File: src/rtl/fp_exec_unit.sv
// Multi-cycle single-precision FADD/FMUL unit: IDLE -> EXEC -> NORM -> PACK -> DONE.
// Denormals flush to zero, rounding truncates, NaN results are canonical.
module fp_exec_unit #(
    parameter int EXP_W = 8,
    parameter int MAN_W = 23,
    parameter int BIAS  = 127
) (
    input  logic                 clk,
    input  logic                 reset,
    input  logic                 start,
    input  logic [2:0]           ALUControl,
    input  logic [EXP_W+MAN_W:0] SrcA,
    input  logic [EXP_W+MAN_W:0] SrcB,
    output logic                 busy,
    output logic                 done,
    output logic [EXP_W+MAN_W:0] Result,
    output logic [3:0]           ALUFlags,
    output logic                 invalid
);
    localparam int W   = EXP_W + MAN_W + 1;
    localparam int M   = MAN_W + 1;
    localparam int MW  = 2 * M;
    localparam int EW  = EXP_W + 2;
    localparam int GW  = M + 3;
    localparam int LZW = $clog2(MW);
    localparam logic [EXP_W-1:0] EMAX = '1;
    localparam logic [W-1:0] QNAN = {1'b0, EMAX, 1'b1, {(MAN_W-1){1'b0}}};

    typedef enum logic [2:0] {IDLE, EXEC, NORM, PACK, DONE} state_t;
    state_t state;

    logic [2:0]       op_r;
    logic             sa, sb;
    logic [EXP_W-1:0] ea, eb;
    logic [M-1:0]     ma, mb;
    logic [MW-1:0]    mag_r;
    logic [EW-1:0]    exp_r;
    logic             sgn_r, nan_r, inf_r, zero_r;

    logic             is_add, is_mul, a_big;
    logic             a_nan, b_nan, a_inf, b_inf, a_zero, b_zero;
    logic             sl, ss;
    logic [EXP_W-1:0] el, es, diff;
    logic [M-1:0]     ml, msm;
    logic [2*GW-1:0]  sh;
    logic [GW-1:0]    small_al;
    logic [GW:0]      sum;
    logic [MW-1:0]    prod, x_mag;
    logic [EW-1:0]    x_exp;
    logic             x_sign, x_nan, x_inf;

    always_comb begin
        is_add = (op_r == 3'b100);
        is_mul = (op_r == 3'b101);
        a_nan  = (ea == EMAX) && (|ma[MAN_W-1:0]);
        b_nan  = (eb == EMAX) && (|mb[MAN_W-1:0]);
        a_inf  = (ea == EMAX) && !(|ma[MAN_W-1:0]);
        b_inf  = (eb == EMAX) && !(|mb[MAN_W-1:0]);
        a_zero = (ea == '0);
        b_zero = (eb == '0);
        a_big  = {ea, ma} >= {eb, mb};
        sl     = a_big ? sa : sb;
        ss     = a_big ? sb : sa;
        el     = a_big ? ea : eb;
        es     = a_big ? eb : ea;
        ml     = a_big ? ma : mb;
        msm    = a_big ? mb : ma;
        diff   = el - es;
        // Bits shifted below the guard/round pair collapse into the sticky LSB.
        sh       = {msm, 3'b000, {GW{1'b0}}} >> diff;
        small_al = (diff >= EXP_W'(GW - 1)) ? '0 : {sh[2*GW-1:GW+1], sh[GW] | (|sh[GW-1:0])};
        sum      = (sl == ss) ? {1'b0, ml, 3'b000} + {1'b0, small_al}
                              : {1'b0, ml, 3'b000} - {1'b0, small_al};
        prod     = MW'(ma) * MW'(mb);
        // Both paths share one layout: carry at MW-1, leading one at MW-2.
        x_mag  = is_add ? {sum, {(MW-GW-1){1'b0}}} : prod;
        x_exp  = is_add ? EW'(el) : EW'(ea) + EW'(eb) - EW'(BIAS);
        x_inf  = a_inf || b_inf;
        x_sign = is_mul ? (sa ^ sb) : (x_inf ? (a_inf ? sa : sb) : sl);
        x_nan  = !(is_add || is_mul) || a_nan || b_nan
              || (is_add && a_inf && b_inf && (sa != sb))
              || (is_mul && ((a_inf && b_zero) || (b_inf && a_zero)));
    end

    logic [LZW-1:0] lz;
    logic [MW-1:0]  mag_n;
    logic [EW-1:0]  exp_n;

    always_comb begin
        lz = LZW'(MW - 1);
        for (int i = 0; i < MW - 1; i++)
            if (mag_r[i]) lz = LZW'(MW - 2 - i);
        if (mag_r[MW-1]) begin
            mag_n = mag_r >> 1;
            exp_n = exp_r + EW'(1);
        end else begin
            mag_n = mag_r << lz;
            exp_n = exp_r - EW'(lz);
        end
    end

    logic [W-1:0] res_c;
    logic [3:0]   flags_c;

    always_comb begin
        if (nan_r)
            res_c = QNAN;
        else if (inf_r)
            res_c = {sgn_r, EMAX, {MAN_W{1'b0}}};
        else if (zero_r)
            res_c = '0;
        else if (!exp_r[EW-1] && (exp_r >= EW'(EMAX)))
            res_c = {sgn_r, EMAX, {MAN_W{1'b0}}};
        else if (exp_r[EW-1] || (exp_r == '0))
            res_c = {sgn_r, {(W-1){1'b0}}};
        else
            res_c = {sgn_r, exp_r[EXP_W-1:0], mag_r[MW-3 -: MAN_W]};
        flags_c = nan_r ? 4'b0000 : {res_c[W-1], ~(|res_c[W-2:0]), 2'b00};
    end

    always_ff @(posedge clk) begin
        if (reset) begin
            state    <= IDLE;
            busy     <= 1'b0;
            done     <= 1'b0;
            invalid  <= 1'b0;
            Result   <= '0;
            ALUFlags <= 4'b0000;
        end else begin
            case (state)
                IDLE: begin
                    done    <= 1'b0;
                    invalid <= 1'b0;
                    if (start) begin
                        op_r  <= ALUControl;
                        sa    <= SrcA[W-1];
                        sb    <= SrcB[W-1];
                        ea    <= SrcA[W-2 -: EXP_W];
                        eb    <= SrcB[W-2 -: EXP_W];
                        ma    <= (|SrcA[W-2 -: EXP_W]) ? {1'b1, SrcA[MAN_W-1:0]} : '0;
                        mb    <= (|SrcB[W-2 -: EXP_W]) ? {1'b1, SrcB[MAN_W-1:0]} : '0;
                        busy  <= 1'b1;
                        state <= EXEC;
                    end
                end
                EXEC: begin
                    mag_r <= x_mag;
                    exp_r <= x_exp;
                    sgn_r <= x_sign;
                    nan_r <= x_nan;
                    inf_r <= x_inf && !x_nan;
                    state <= NORM;
                end
                NORM: begin
                    mag_r  <= mag_n;
                    exp_r  <= exp_n;
                    zero_r <= (mag_r == '0);
                    state  <= PACK;
                end
                PACK: begin
                    Result   <= res_c;
                    ALUFlags <= flags_c;
                    invalid  <= nan_r;
                    done     <= 1'b1;
                    busy     <= 1'b0;
                    state    <= DONE;
                end
                DONE: begin
                    done    <= 1'b0;
                    invalid <= 1'b0;
                    state   <= IDLE;
                end
                default: state <= IDLE;
            endcase
        end
    end
endmodule
File: config.mk
export PLATFORM = sky130hd
export DESIGN_NAME = fp_exec_unit
export DESIGN_NICKNAME = d
export VERILOG_FILES = /design/src/rtl/fp_exec_unit.sv
export SDC_FILE = /design/constraint.sdc
export NUM_CORES = 2
export LEC_CHECK = 0
export ABC_AREA = 1
export ABC_CLOCK_PERIOD_IN_PS = 10780
export BUFFER_PORTS_ARGS = -buffer_cell sky130_fd_sc_hd__clkbuf_2
export CAP_MARGIN = 20
export CORE_MARGIN = 2
export CORE_UTILIZATION = 30
export DETAILED_ROUTE_END_ITERATION = 12
export PLACE_DENSITY = 0.51
export SLEW_MARGIN = 20
export SYNTH_ARGS = -nofsm -noshare
export SYNTH_HDL_FRONTEND = slang
export SYNTH_SLANG_ARGS = --single-unit
File: constraint.sdc
create_clock -name clk -period 10.78 [get_ports clk]
set_input_delay 0.539 -clock clk [delete_from_list [all_inputs] [get_ports clk]]
set_output_delay 0.539 -clock clk [all_outputs]
set_load 0.005 [all_outputs]
Yosys cells after proc, flatten, opt, wreduce, memory -nomap -nowiden:

Index checks and enable logic that the tools add are counted.

* register bits: 173
* output and inout port bits: 39
* word-level logic and storage cells: 172

* $add $sub $neg: 7
* multiply operators: 1
* $lt $le $gt $ge: 3
* equal/unequal tests: 11
* shift operators: 2
* muxes and demuxes: 78
* bitwise logic cells: 4
* reduce and logical (&&, ||, !) cells: 45

Operator list (count)
* $mux 6: 46
* $mux 24: 4
* $mux 32: 3
* $mux 48: 2
* $pmux 48 s2: 1
* $mux 31: 2
* $shr 54x8->54: 1
* $logic_not 48->1: 1
* $mul 24x24->48: 1
* $shl 48x6->48: 1
* $reduce_or 23->1: 2
* $ge 32x32->1: 1
* $reduce_or 31->1: 1
* $add 27x27->28: 1
* $mux 28: 1
* $sub 27x27->28: 1
* $mux 27: 1
* $reduce_or 27->1: 1
* $mux 10: 2
* $pmux 10 s2: 1
* $eq 8x8->1 const B: 2
* $logic_not 8->1: 2
* $mux 8: 2
* $reduce_or 8->1: 2
* other kinds (30): 69

Depth between registers and ports, before layout:

* depth in word-level cells: 50
* depth in mapped cells: 64
* mapped depth without buffers: 64

Worst setup path after synthesis:

OpenSTA, ideal clock, no wires.

* path kind: reg2reg
* start point: register ma[16]
* end point: register mag_r[46], data pin
* library setup time: 257 ps
* data arrival time: 7661 ps
* required time: 10523 ps
* setup slack: 2862 ps
* stages on the path, launching flop included: 48
* clock period less this slack: 7918 ps
* cell sequence: edfxtp_1 clkbuf_1 clkbuf_1 nand2_1 fa_1 inv_1 fa_1 fa_1 inv_1 fa_1 inv_1 fa_1 inv_1 fa_1 inv_1 fa_1 ha_1 inv_1 (+12 left out) o21ai_1 inv_1 o21ai_1 inv_1 o21ai_1 inv_1 o21ai_1 nand3_1 nand2_1 nand2_1 nand2_1 inv_1 o21ai_1 xor2_1 nand2_1 nand2_1 nor2_1 a21oi_2

* cells in the longest elaborated chain, start to end: 11
* elaborated cells on any way between the ends: 20
* classes of those cells: add/sub: 3; mul: 1; order compare: 2; eq/ne: 1; shift: 1; mux: 10; bitwise: 1; reduce/logical: 1

RTL lines
* from (decl): line 35 `logic [M-1:0] ma, mb;`
* from (signal assigned): line 140 `ma <= (|SrcA[W-2 -: EXP_W]) ? {1'b1, SrcA[MAN_W-1:0]} : '0;`
* $ge 32x32->1: line 61 `a_big = {ea, ma} >= {eb, mb};`
* $mux 8 (on tied branches): line 64, 65
* $sub 8x8->8: line 68 `diff = el - es;`
* $shr 54x8->54: line 70 `sh = {msm, 3'b000, {GW{1'b0}}} >> diff;`
* $reduce_or 27->1: line 71 `small_al = (diff >= EXP_W'(GW - 1)) ? '0 : {sh[2*GW-1:GW+1], sh[GW] | (|sh[GW-1:0])};`
* $or 1x1->1: line 71
* $mux 27: line 71
* $sub 27x27->28 / $add 27x27->28 (equally long branches): line 73, 72
* $mux 28: line 72 `sum = (sl == ss) ? {1'b0, ml, 3'b000} + {1'b0, small_al}`
* $mux 48 (*): line 76 `x_mag = is_add ? {sum, {(MW-GW-1){1'b0}}} : prod;`
* $pmux 48 s2 (*): line 130 `case (state)`
* to (signal assigned): line 147 `mag_r <= x_mag;`
* to (signal assigned): line 155 `mag_r <= mag_n;`
* to (decl): line 36 `logic [MW-1:0] mag_r;`

Every way passes the cells marked *; elsewhere a longest branch is shown, timed or not.
A chain may end at the register's enable or synchronous reset.

Final worst setup path:

* start point: register mb[0]
* end point: register mag_r[47], data pin

* cells in the longest elaborated chain, start to end: 11
* elaborated cells on any way between the ends: 20
* classes of those cells: add/sub: 3; mul: 1; order compare: 2; eq/ne: 1; shift: 1; mux: 10; bitwise: 1; reduce/logical: 1

RTL lines
* from (decl): line 35
* from (signal assigned): line 141 `mb <= (|SrcB[W-2 -: EXP_W]) ? {1'b1, SrcB[MAN_W-1:0]} : '0;`
* $ge 32x32->1: line 61
* $mux 8 (on tied branches): line 64, 65
* $sub 8x8->8: line 68
* $shr 54x8->54: line 70
* $reduce_or 27->1: line 71
* $or 1x1->1: line 71
* $mux 27: line 71
* $sub 27x27->28 / $add 27x27->28 (equally long branches): line 73, 72
* $mux 28: line 72
* $mux 48 (*): line 76
* $pmux 48 s2 (*): line 130

Marked as above.

==> impl_metrics.xml <==
<?xml version="1.0" encoding="UTF-8"?>
<metrics>
  <group name="run_status">
    <metric name="status" unit="">finished, final reports clean</metric>
  </group>
  <group name="critical_path">
    <metric name="worst_r2r_startpoint" unit="">mb[0]</metric>
    <metric name="crit_path_frequent_cell" unit="">nand2_1</metric>
    <metric name="worst_path_largest_cell_delay" unit="ns">0.75</metric>
    <metric name="critPathTopFamily" unit="">adder cells</metric>
    <metric name="timing.critical_path.depth" unit="">46</metric>
    <metric name="timing_worst_setup_path_type" unit="">flip-flop to flip-flop</metric>
    <metric name="capture_point_of_the_worst_path" unit="">mag_r[47]</metric>
    <metric name="critPathArrivalTime" unit="ns">9.87</metric>
    <metric name="rr_worst_depth" unit="">46</metric>
    <metric name="worst_setup_path_startpoint" unit="">mb[0]</metric>
    <metric name="worstSetupStartpointType" unit="">flip-flop</metric>
    <metric name="crit_buf_inv" unit="">10</metric>
    <metric name="path_max_fanout" unit="">15</metric>
    <metric name="r2r_slack" unit="ns">1.31</metric>
    <metric name="critical_path.slowest_cell" unit="">edfxtp_1</metric>
    <metric name="worst-endpoint-required" unit="ns">11.18</metric>
    <metric name="timing.critical_path.to_type" unit="">flip-flop</metric>
    <metric name="r2r-end" unit="">mag_r[47]</metric>
  </group>
  <group name="synth">
    <metric name="syn_area" unit="µm²">36500</metric>
    <metric name="synth.ff_latch_count" unit="">170</metric>
    <metric name="avgSynthCellArea" unit="µm²">7.04</metric>
    <metric name="seq_area_frac_synth" unit="%">12.9</metric>
    <metric name="synth.distinct_cells" unit="">65</metric>
    <metric name="yosys_warnings" unit="">0</metric>
    <metric name="synth_cells" unit="">5178</metric>
  </group>
  <group name="sta">
    <metric name="max_freq" unit="MHz">106</metric>
    <metric name="setup_repair_after_global_routing_missed_its_margin" unit="">false</metric>
    <metric name="relSlewSlack" unit="%">24.4</metric>
    <metric name="final-max-slew-violation-count" unit="">0</metric>
    <metric name="hold_viol" unit="">0</metric>
    <metric name="min_period_over_period" unit="%">87.9</metric>
    <metric name="worstMarginPinSlew" unit="ns">1.12</metric>
    <metric name="finClkSkew" unit="ns">0.0242</metric>
    <metric name="post-route-min-period" unit="ns">9.47</metric>
    <metric name="setup-tns-final" unit="ns">0</metric>
    <metric name="setup_viol" unit="">0</metric>
  </group>
  <group name="cts">
    <metric name="ctsHtreeMaxLevel" unit="">4</metric>
    <metric name="clock_path_buffers" unit="">2</metric>
    <metric name="cts_post_setup_buffers_inserted" unit="">0</metric>
    <metric name="cts_root_buf" unit="">clkbuf_16</metric>
    <metric name="tritoncts.num_buffers" unit="">17</metric>
    <metric name="cts-hold-fix-buffers" unit="">0</metric>
    <metric name="post_cts_resized" unit="">0</metric>
    <metric name="tritoncts" unit="">done</metric>
    <metric name="tritoncts_num_sinks" unit="">170</metric>
    <metric name="insertion_delay" unit="ns">0.55</metric>
    <metric name="cts.clk_slew.worst_paths" unit="ns">0.10</metric>
  </group>
  <group name="global_route">
    <metric name="grt_pass1_vias" unit="">33521</metric>
    <metric name="groute.usage.overall" unit="%">20.8</metric>
    <metric name="global_route_wire_length_before_repair" unit="mm">201</metric>
    <metric name="grt_antenna_before_repair" unit="">1</metric>
    <metric name="grt_max_degree" unit="">58</metric>
    <metric name="grt.overflow.total" unit="">0</metric>
  </group>
  <group name="cells_and_area">
    <metric name="post_route_cells_drive_above_1_share" unit="%">5.50</metric>
    <metric name="num_antenna_cells" unit="">0</metric>
    <metric name="multiInputGateArea" unit="µm²">26700</metric>
    <metric name="nFillCells" unit="">13182</metric>
    <metric name="layout.nets" unit="">5977</metric>
    <metric name="reg_area" unit="µm²">4710</metric>
    <metric name="layout-area-overhead-vs-synth" unit="%">7.66</metric>
  </group>
  <group name="floorplanning">
    <metric name="floorplan.die.height" unit="µm">353</metric>
    <metric name="die_outline_width" unit="µm">353</metric>
    <metric name="core_region_area" unit="µm²">120000</metric>
    <metric name="boundaryPins" unit="">109</metric>
    <metric name="num_rows" unit="">127</metric>
    <metric name="die_area" unit="µm²">124000</metric>
    <metric name="initial_utilization" unit="%">30.3</metric>
  </group>
  <group name="placement">
    <metric name="final_wtd_congestion" unit="">0.949</metric>
    <metric name="post_detail_place_hpwl" unit="mm">102</metric>
    <metric name="port_bufs" unit="">106</metric>
  </group>
  <group name="detailed_routing">
    <metric name="route.final.wire_length" unit="mm">129</metric>
    <metric name="antenna_left" unit="">0</metric>
    <metric name="number_of_drc_markers_after_the_initial_detailed_route_iteration" unit="">3072</metric>
    <metric name="detail_route.drc_violations" unit="">0</metric>
    <metric name="number_of_vias_in_the_routed_layout" unit="">33682</metric>
    <metric name="wl_per_cell" unit="µm">19.2</metric>
    <metric name="post_drt_via_cell_ratio" unit="">5.00</metric>
    <metric name="firstDrtPassIters" unit="">8</metric>
  </group>
  <group name="min_path">
    <metric name="hp-class" unit="">primary input to flip-flop</metric>
  </group>
  <group name="run">
    <metric name="max-cap-violations" unit="">0</metric>
  </group>
</metrics>
-- Yosys cell counts (all sizes together) --
cell type | number | area (µm²)
nand3 | 501 | 2540
nand3b | 3 | 22.5
and2 | 4 | 27.5
nor3b | 2 | 15.0
o22ai | 3 | 18.8
nor4 | 35 | 225
a2111oi | 1 | 8.76
o31ai | 10 | 75.1
ha | 305 | 3820
a31oi | 24 | 150
or2 | 5 | 31.3
conb | 1 | 3.75
inv | 1053 | 3960
a21boi | 3 | 33.8
a311oi | 2 | 17.5
clkinv | 8 | 30.0
nor3 | 33 | 170
o221ai | 11 | 96.3
mux2i | 7 | 70.1
a31o | 1 | 8.76
a32o | 1 | 10.0
a21o | 3 | 23.8
o211ai | 26 | 205
nand2 | 1391 | 5250
clkbuf | 229 | 860
a221oi | 2 | 17.5
o21ai | 220 | 1130
a211oi | 1 | 7.51
edfxtp | 131 | 3930
fa | 485 | 9710
o21bai | 12 | 90.1
or4 | 1 | 7.51
buf | 42 | 221
o21a | 3 | 22.5
nand4 | 32 | 206
xor2 | 31 | 287
a22oi | 1 | 7.51
a21oi | 252 | 1270
nor2 | 246 | 936
xnor2 | 14 | 123
o311ai | 4 | 35.0
dfxtp | 39 | 781
-- sequential cells by signal (all words and copies together), names as in the netlist, 3 cells and up --
register and count:
mag_r 48, Result 32, ma 24, mb 24, exp_r 10, ea 8
eb 8, op_r 3, state 3
-- stage by stage --
step,utilization (%),hold WS [ns],std cells,cell area (µm²),setup slack (ns)
floorplan,-,0.455,5179,36500,2.86
global placement,32.1,0.449,6710,38600,1.46
detailed placement,32.1,0.458,6710,38600,1.40
CTS,32.6,0.135,6742,39200,1.37
global route,32.6,0.165,6742,39200,0.357
finish,32.6,0.175,6742,39200,1.31
-- cell type report --
class                   instances  share of cell area, %
multi-input cells            3677                   68.1
inverters                    1061                   10.2
repair buffers                190                   2.96
flip-flops and latches        170                   12.0
well taps                    1612                   5.14
clock buffers                  17                   1.08
clock inverters                15                  0.520
-- cells by family (layout without fill, tap and decap cells) --
family                   after synthesis  count (layout)  synth area share, %
multiplexers                           7               7                0.192
adder cells (fa/ha/maj)              790             790                 37.1
buffers and inverters               1332            1283                 13.9
flip-flops                           170             170                 12.9
AND/OR/NAND/NOR                     2253            2253                 25.9
XOR/XNOR                              45              45                 1.12
AO/OA/AOI/OAI                        580             580                 8.87
other                                  1               2               0.0103
-- how the worst min path moves through the flow --
stage	slack (ns)	end	start	depth (start not counted)
after floorplan	0.46	done	done	2
after global placement	0.45	done	done	2
after detailed placement	0.46	Result[6]	Result[6]	2
after CTS	0.14	op_r[0]	ALUControl[0]	1
after global routing	0.16	op_r[0]	ALUControl[0]	1
final	0.17	op_r[0]	ALUControl[0]	1
-- layout by cell type, fill, tap and decap left out, drive strengths merged, types with 5 or more instances in the layout --
cell type     n
edfxtp      131
clkbuf      123
nand3       501
o21bai       12
o221ai       11
buf          84
nand4        32
o31ai        10
or2           5
nor2        246
xnor2        14
a21oi       252
dfxtp        39
clkinv       12
o211ai       26
nor4         35
nor3         33
ha          305
o21ai       220
nand2      1391
inv        1064
a31oi        24
mux2i         7
fa          485
xor2         31
-- worst reg2reg max path: cells and delay by family (launching register included) --
| family | cells | cell delay [ns] |
|---|---|---|
| DFF | 1 | 0.75 |
| buffers and inverters | 10 | 0.97 |
| xor gates and xnor gates | 1 | 0.41 |
| and+or+nand+nor | 17 | 1.90 |
| AOI/OAI and AO/OA | 10 | 1.68 |
| adders and majority gates | 8 | 3.62 |
-- layer usage --
layer  track usage (%)  up-vias  routed length, µm
li1                  -    15929                  -
met4              5.52        0               3240
met5                 0        -                  0
met3              2.56      164               8080
met2              32.8     1116              57000
met1              30.1    16473              61200
Power is not shown: default switching activity piles up to over one toggle a cycle in this logic, so the estimate is an artifact.
